$ cat config.mk
export PLATFORM = sky130hd
export DESIGN_NAME = scan_multiplexer
export DESIGN_NICKNAME = d
export VERILOG_FILES = /design/src/rtl/scan_mux_pkg.sv /design/src/rtl/dwell_counter.sv /design/src/rtl/scan_multiplexer.sv
export SDC_FILE = /design/constraint.sdc
export NUM_CORES = 1
export LEC_CHECK = 0
export CORE_UTILIZATION = 35
export CTS_BUF_LIST = sky130_fd_sc_hd__clkbuf_16
export CTS_CLUSTER_SIZE = 20
export DETAILED_ROUTE_END_ITERATION = 12
export GPL_TIMING_DRIVEN = 0
export PLACE_DENSITY = 0.79
export SYNTH_ARGS = -nofsm -noshare
export SYNTH_HDL_FRONTEND = slang
export SYNTH_HIERARCHICAL = 1
export SYNTH_SLANG_ARGS = --single-unit
export TNS_END_PERCENT = 50
$ cat constraint.sdc
create_clock -name clk -period 2.7 [get_ports clk]
set_input_delay 0.27 -clock clk [delete_from_list [all_inputs] [get_ports clk]]
set_output_delay 0.27 -clock clk [all_outputs]
set_load 0.03 [all_outputs]
$ cat src/rtl/scan_mux_pkg.sv
// scan_mux_pkg
//   Shared types and helpers for the scan multiplexer.
//   scan_state_t : controller state encoding (IDLE, DIRECT, SCAN)
//   idx_in_range : 1 when a requested channel index addresses a real channel
package scan_mux_pkg;

  typedef enum logic [1:0] {
    IDLE   = 2'd0,
    DIRECT = 2'd1,
    SCAN   = 2'd2
  } scan_state_t;

  function automatic logic idx_in_range(input int idx, input int num_inputs);
    return (idx >= 0) && (idx < num_inputs);
  endfunction

endpackage

$ cat src/rtl/dwell_counter.sv
// dwell_counter
//   Counts cycles spent on one channel while scanning.
//   clk    : system clock, rising edge
//   rst    : synchronous, active-high reset (count -> 0)
//   clear  : restart the dwell period (count -> 0)
//   enable : count this cycle
//   tc     : high while the count sits on its last value (DWELL-1); the
//            controller advances the channel when tc and enable coincide
module dwell_counter #(
  parameter int DWELL = 8
) (
  input  logic clk,
  input  logic rst,
  input  logic clear,
  input  logic enable,
  output logic tc
);

  localparam int CW = (DWELL > 1) ? $clog2(DWELL) : 1;
  localparam logic [CW-1:0] LAST = CW'(DWELL - 1);

  logic [CW-1:0] cnt;

  // tc is not gated by enable so the controller can use it without
  // forming a combinational loop through its own enable decision.
  assign tc = (cnt == LAST);

  always_ff @(posedge clk) begin
    if (rst) begin
      cnt <= '0;
    end else if (clear) begin
      cnt <= '0;
    end else if (enable) begin
      cnt <= tc ? '0 : cnt + 1'b1;
    end
  end

endmodule

$ cat src/rtl/scan_multiplexer.sv
// scan_multiplexer
//   Registered N-to-1 channel selector with latched selection, round-robin
//   scan mode with programmable dwell, and an output freeze.
//   clk      : system clock, rising edge
//   rst      : synchronous, active-high reset
//   data_in  : packed channels, channel k at [k*DATA_WIDTH +: DATA_WIDTH]
//   sel_in   : requested channel, latched by sel_load
//   sel_load : one-cycle strobe latching sel_in
//   scan_en  : level, 1 = round-robin scan
//   hold     : level, freezes the whole block
//   y        : registered selected channel
//   y_valid  : y carries data from a selected channel
//   cur_sel  : currently latched channel index
//   sel_err  : one-cycle pulse on a load of an out-of-range index
//
//   state  | meaning
//   IDLE   | no channel selected yet, y held at 0
//   DIRECT | showing the latched channel
//   SCAN   | stepping through channels, DWELL cycles each
module scan_multiplexer
  import scan_mux_pkg::*;
#(
  parameter int DATA_WIDTH = 4,
  parameter int NUM_INPUTS = 16,
  parameter int SEL_WIDTH  = $clog2(NUM_INPUTS),
  parameter int DWELL      = 8
) (
  input  logic                             clk,
  input  logic                             rst,
  input  logic [NUM_INPUTS*DATA_WIDTH-1:0] data_in,
  input  logic [SEL_WIDTH-1:0]             sel_in,
  input  logic                             sel_load,
  input  logic                             scan_en,
  input  logic                             hold,
  output logic [DATA_WIDTH-1:0]            y,
  output logic                             y_valid,
  output logic [SEL_WIDTH-1:0]             cur_sel,
  output logic                             sel_err
);

  scan_state_t           state_q, state_d;
  logic [SEL_WIDTH-1:0]  cur_sel_d, sel_next;
  logic [DATA_WIDTH-1:0] y_d, chan_data;
  logic                  y_valid_d, sel_err_d;
  logic                  load_ok;
  logic                  dwell_clear, dwell_en, dwell_tc;

  assign load_ok   = idx_in_range(int'(sel_in), NUM_INPUTS);
  assign chan_data = data_in[int'(cur_sel) * DATA_WIDTH +: DATA_WIDTH];
  // Explicit wrap keeps a non-power-of-two channel count from reaching an
  // index that has no channel behind it.
  assign sel_next  = (cur_sel == SEL_WIDTH'(NUM_INPUTS - 1)) ? '0 : cur_sel + 1'b1;

  dwell_counter #(
    .DWELL (DWELL)
  ) u_dwell (
    .clk    (clk),
    .rst    (rst),
    .clear  (dwell_clear),
    .enable (dwell_en),
    .tc     (dwell_tc)
  );

  always_comb begin
    state_d     = state_q;
    cur_sel_d   = cur_sel;
    y_d         = y;
    y_valid_d   = y_valid;
    sel_err_d   = 1'b0;
    dwell_clear = 1'b0;
    dwell_en    = 1'b0;

    if (!hold) begin
      if (state_q != IDLE) begin
        y_d       = chan_data;
        y_valid_d = 1'b1;
      end

      if (sel_load) begin
        if (load_ok) begin
          cur_sel_d   = sel_in;
          dwell_clear = 1'b1;
          state_d     = scan_en ? SCAN : DIRECT;
        end else begin
          sel_err_d = 1'b1;
        end
      end else begin
        unique case (state_q)
          IDLE: begin
            if (scan_en) begin
              state_d     = SCAN;
              cur_sel_d   = '0;
              dwell_clear = 1'b1;
            end
          end
          DIRECT: begin
            if (scan_en) begin
              state_d     = SCAN;
              dwell_clear = 1'b1;
            end
          end
          SCAN: begin
            if (!scan_en) begin
              state_d = DIRECT;
            end else begin
              dwell_en = 1'b1;
              if (dwell_tc) begin
                cur_sel_d = sel_next;
              end
            end
          end
          default: state_d = IDLE;
        endcase
      end
    end
  end

  always_ff @(posedge clk) begin
    if (rst) begin
      state_q <= IDLE;
      cur_sel <= '0;
      y       <= '0;
      y_valid <= 1'b0;
      sel_err <= 1'b0;
    end else begin
      state_q <= state_d;
      cur_sel <= cur_sel_d;
      y       <= y_d;
      y_valid <= y_valid_d;
      sel_err <= sel_err_d;
    end
  end

endmodule

==> flow_summary.ini, run 1 <==
[sta]
skew_ps = 3.07
fin_crit_ps = 2100
hold_violations = 0
whs_ps = 414
timing.max_slew.rel_slack = 0.658
fmax_mhz = 476
setup_violations = 0
tns_ps = 0
tightest_slew_ps = 513
fin_crit_sh = 0.779
rsz0062_at_grt = no
slew_violations = 0

[synthesis]
synthesis.area_um2 = 1240
ys_types = 37
async_flop_share = 0
synth-seq-cells = 14
syn_inst = 104
syn_area_per_cell_um2 = 11.9
ys_seq_area_frac = 0.227
synthFlopType = dfxtp_1
ys_warn_count = 6
synth_edf_count = 0
synth_nets = 180

[clocking]
insertion_delay_ps = 250
cts_root_buf = clkbuf_16
htree_levels = 1
clock-sinks = 14
clk_path_buf_depth = 2
hold_buffers = 0
ctsResizeCount = 0
cts_tree = done
cts_made_buffers = 3
cts_setup_buffers = 0
clk_pin_slew_ps = 50

[placed_design]
gp_congestion = 0.829
dp.cells = 230
io_buffers = 80
post-dp-hpwl_mm = 3.32

[drt]
wl_mm = 3.97
wl_per_cell_um = 17.0
drt_first_pass_iters = 5
drc = 0
ant_nets = 0
num_vias = 1297
drtIter0Drc = 55
vias_per_cell = 5.54

[power]
leakage_nw = 0.768
power.density_nw_per_um2 = 369
vdd_drop_max_v = 0.000164

[min_path]
hp-class = input port to register

[worst_setup_path]
path_max_fanout = 10
crit_slowest_cell = nor3b_1
worstPathArrival_ps = 2270
end_kind = register
start_kind = input port
crit_path_max_incr_delay_ps = 440
worstPathCellList = clkdlybuf4s50_1 -> clkbuf_1 -> nor3b_1 -> and3_1 -> or3b_1 -> a211oi_2
required_ps = 2870
crit_type = input port to register

[outcome]
status = finished, final reports clean

[layout]
multiInputGateArea_um2 = 887
seqCellArea_um2 = 280
fillers = 278
instances_no_fill = 234
layout.nets = 265
final_common_cell = clkdlybuf4s50_1
mostFrequentLayoutCells = clkdlybuf4s50_1 (80), dfxtp_1 (14), mux4_1 (11)
diodes = 0
drive_gt1_frac = 0.0957
area_growth_pct = 75.8

[die]
die_h_um = 61.4
start_util = 0.368
chipWidth_um = 61.4
io_pins = 83
coreArea_um2 = 3360
die_area_um2 = 3770
rows = 21

[run]
maxCapViolCount = 0

[grt]
grt_start_max_net_pins = 11
grt_pass1_wl_mm = 6.22
grt_pass1_vias = 1345
antenna_found_initial = 0
grt_use_total = 0.232
overflow = 0
[worst max-delay path, delay by kind of cell]
| kind | cells | cell delay [ps] |
|---|---|---|
| AO/OA/AOI/OAI | 1 | 180 |
| AND/OR/NAND/NOR | 3 | 1170 |
| buffers and inverters | 2 | 650 |
[path summary, 6_finish.rpt]
| kind | depth (start not counted) | start | slack [ps] | end |
|---|---|---|---|---|
| max | 6 | sel_load | 600 | u_dwell/cnt[0] |
| min reg2reg | 2 | y_valid | 470 | y_valid |
| max reg2reg | 5 | cur_sel[0] | 700 | y[3] |
| min | 3 | hold | 410 | state_q[1] |
[power by group]
part           switching [mW]  internal [mW]
Clock                  0.0879          0.196
Combinational           0.103          0.188
Sequential            0.00926          0.218
[synth_stat cells (all sizes together) (2+ instances only)]
library cell | count | area (µm²)
o21ai | 2 | 10.0
a311oi | 2 | 17.5
nand2b | 4 | 25.0
nand3 | 2 | 10.0
ha | 3 | 37.5
or3b | 2 | 17.5
inv | 3 | 11.3
nor3 | 2 | 10.0
a21oi | 8 | 43.8
buf | 4 | 35.0
nor2 | 8 | 30.0
a211oi | 4 | 35.0
dfxtp | 14 | 280
mux4 | 20 | 492
mux2i | 5 | 50.1
clkbuf | 5 | 18.8
[flip-flops by register name, summed over array words and instances, names as in the netlist]
name and cells:
y_valid 1, state_q 2, cur_sel 4, u_dwell/cnt 3, y 4
[metrics by stage]
stage	power, mW	setup WS (ps)	instance area, µm²	utilization
5_1_grt	0.835	551	2170	0.646
3_3_place_gp	0.514	512	2090	0.623
3_5_place_dp	0.522	394	2090	0.623
4_1_cts	0.807	627	2170	0.646
2_1_floorplan	0.375	662	1240	-
6_report	0.802	598	2170	0.646
[cell type report]
class | count | share of cell area
inverter | 4 | 0.00691
clock inverter | 1 | 0.00173
multi-input combinational | 77 | 0.408
clock buffer | 3 | 0.0345
buffer | 9 | 0.0248
timing repair buffer | 80 | 0.368
tap | 46 | 0.0265
sequential | 14 | 0.129
[cells by family after synthesis]
group,share of synthesized area
compound gates,0.139
fa+ha+maj,0.0304
buf+inv,0.0557
flops,0.227
mux,0.438
other cells,0.00303
simple gates,0.107
[per-layer routing]
| layer | vias up | share of wire | global-route usage |
|---|---|---|---|
| met4 | 0 | 0.019 | 0.0635 |
| met5 | - | 0 | 0 |
| met2 | 78 | 0.54 | 0.436 |
| li1 | 600 | - | - |
| met3 | 11 | 0.077 | 0.0504 |
| met1 | 608 | 0.37 | 0.265 |
Power figures use the tool's default switching activity.
==> run 2, diff against run 1 <==
--- a/config.mk
+++ b/config.mk
@@ -5,12 +5,12 @@
 export SDC_FILE = /design/constraint.sdc
 export NUM_CORES = 1
 export LEC_CHECK = 0
-export CORE_UTILIZATION = 35
+export CORE_UTILIZATION = 32
 export CTS_BUF_LIST = sky130_fd_sc_hd__clkbuf_16
 export CTS_CLUSTER_SIZE = 20
 export DETAILED_ROUTE_END_ITERATION = 12
 export GPL_TIMING_DRIVEN = 0
-export PLACE_DENSITY = 0.79
+export PLACE_DENSITY = 0.76
 export SYNTH_ARGS = -nofsm -noshare
 export SYNTH_HDL_FRONTEND = slang
 export SYNTH_HIERARCHICAL = 1
==> constraint.sdc (replaced) <==
create_clock -name clk -period 1.9 [get_ports clk]
set_input_delay 0.19 -clock clk [delete_from_list [all_inputs] [get_ports clk]]
set_output_delay 0.19 -clock clk [all_outputs]
set_load 0.03 [all_outputs]
==> flow_summary.ini, run 2 (synthesized netlist as in run 1, its figures left out) <==
[sta]
hold_violations = 0
whs_ps = 343
fmax_mhz = 523
fin_crit_ps = 1910
rsz0062_at_grt = yes
setup_violations = 3
skew_ps = 1.76
setup_slack_ps = -13.2
fin_crit_sh = 1.01
slew_violations = 0

[worst_setup_path]
crit_family = multiplexers
path_max_fanout = 8
startpoint = cur_sel[0]
rr_startpoint = cur_sel[0]
end_kind = register
worstPathCellList = buf_8 -> mux4_2 -> mux4_2 -> mux2i_2 -> nor2_1
worst-path-stages = 5
reg2regPathDepth = 5
crit_type = register to register
worst-path-buf-inv = 1
start_kind = register
required_ps = 2030
crit_path_max_incr_delay_ps = 500
worstPathArrival_ps = 2050
rrSetupSlack_ps = -10
crit_top_cell = mux4_2
crit_slowest_cell = mux4_2
rr_endpoint = y[2]

[outcome]
failed_checks = setup timing
status = finished, violations left

[grt]
antenna_found_initial = 0
grt_use_total = 0.231
grt_pass1_vias = 1456
grt_start_max_net_pins = 11
overflow = 0
grt_pass1_wl_mm = 7.15

[power]
leakage_nw = 0.786
power.density_nw_per_um2 = 530
vdd_drop_max_v = 0.000279
fin_total_pwr_mw = 1.18

[min_path]
min_from = hold
whs_path_depth = 3
hold_end = state_q[1]
hp-class = input port to register

[drt]
vias_per_cell = 5.56
wl_per_cell_um = 18.2
num_vias = 1334
ant_nets = 0
drtIter0Drc = 79
drt_first_pass_iters = 4
drc = 0
wl_mm = 4.38

[die]
die_h_um = 64.2
chipWidth_um = 64.2
io_pins = 83
start_util = 0.335
die_area_um2 = 4120
rows = 22
coreArea_um2 = 3690

[layout]
fillers = 289
final_common_cell = clkdlybuf4s50_1
diodes = 0
multiInputGateArea_um2 = 873
mostFrequentLayoutCells = clkdlybuf4s50_1 (80), mux4_2 (15), dfxtp_1 (13)
layout.nets = 269
area_growth_pct = 80.4
largest_registers = cur_sel: 4 flops, y: 4 flops, u_dwell/cnt: 3 flops
seqCellArea_um2 = 284
drive_gt1_frac = 0.172

[clocking]
hold_buffers = 0
cts_tree = done
clock-sinks = 14
cts_made_buffers = 3
htree_levels = 1
clk_path_buf_depth = 2
clk_pin_slew_ps = 50
insertion_delay_ps = 250
cts_root_buf = clkbuf_16

[run]
maxCapViolCount = 0

[placed_design]
gp_congestion = 0.804
io_buffers = 80
post-place-ws_ps = -282
post-dp-hpwl_mm = 3.41
-- run 2: cell count changes in the layout (fill, tap and decap cells not counted), moves of 2 or more --
cell      previous run  this run
buf_4                1         3
buf_8                0         2
clkbuf_1             5         3
clkbuf_2             0         2
mux4_1              11         5
mux4_2               9        15
-- run 2: metal layers --
| layer | track usage | vias up | share of wire |
|---|---|---|---|
| li1 | - | 610 | - |
| met1 | 0.252 | 645 | 0.37 |
| met2 | 0.435 | 67 | 0.53 |
| met3 | 0.0607 | 12 | 0.069 |
| met4 | 0.0639 | 0 | 0.023 |
| met5 | 0 | - | 0 |
-- run 2: worst max path at each step --
stage | slack, ps | end
final | -10 | y[2]
after global routing | -110 | y[1]
after CTS | -10 | y[2]
after detailed placement | -280 | u_dwell/cnt[0]
after global placement | -170 | u_dwell/cnt[0]
after floorplan | 0.06 | y[0]
-- run 2: per-stage QoR --
stage | area, µm² | std cells | util | TNS, ps
2_1_floorplan | 1240 | 104 | - | 0
3_3_place_gp | 2100 | 232 | 0.569 | -173
3_5_place_dp | 2100 | 232 | 0.569 | -498
4_1_cts | 2230 | 240 | 0.604 | -31.6
5_1_grt | 2230 | 240 | 0.604 | -350
6_report | 2230 | 240 | 0.604 | -28.0
-- run 2: report_power, final --
part	switching (mW)	internal, mW
Combinational	0.159	0.290
Sequential	0.0177	0.310
Clock	0.128	0.279
Total	0.304	0.879
-- run 2: worst min-delay path: stages --
cell      delay, ps
clkbuf_1        180
nand2_1         110
a21oi_1          60
-- run 2: area by class of cell --
class                           instances  share of cell area
Multi-Input combinational cell         77               0.392
Timing Repair Buffer                   84               0.383
Sequential cell                        14               0.127
Clock buffer                            3              0.0337
Buffer                                  9              0.0286
Tap cell                               48              0.0269
Inverter                                4             0.00673
Clock inverter                          1             0.00168
-- run 2: timing repair --
item | 4_1_cts | 5_1_grt
gates resized for setup | 12 | 2
setup endpoints to repair | 5 | 5
setup buffers | 3 | 0
pin swaps | 0 | 1
gates cloned | 1 | 0
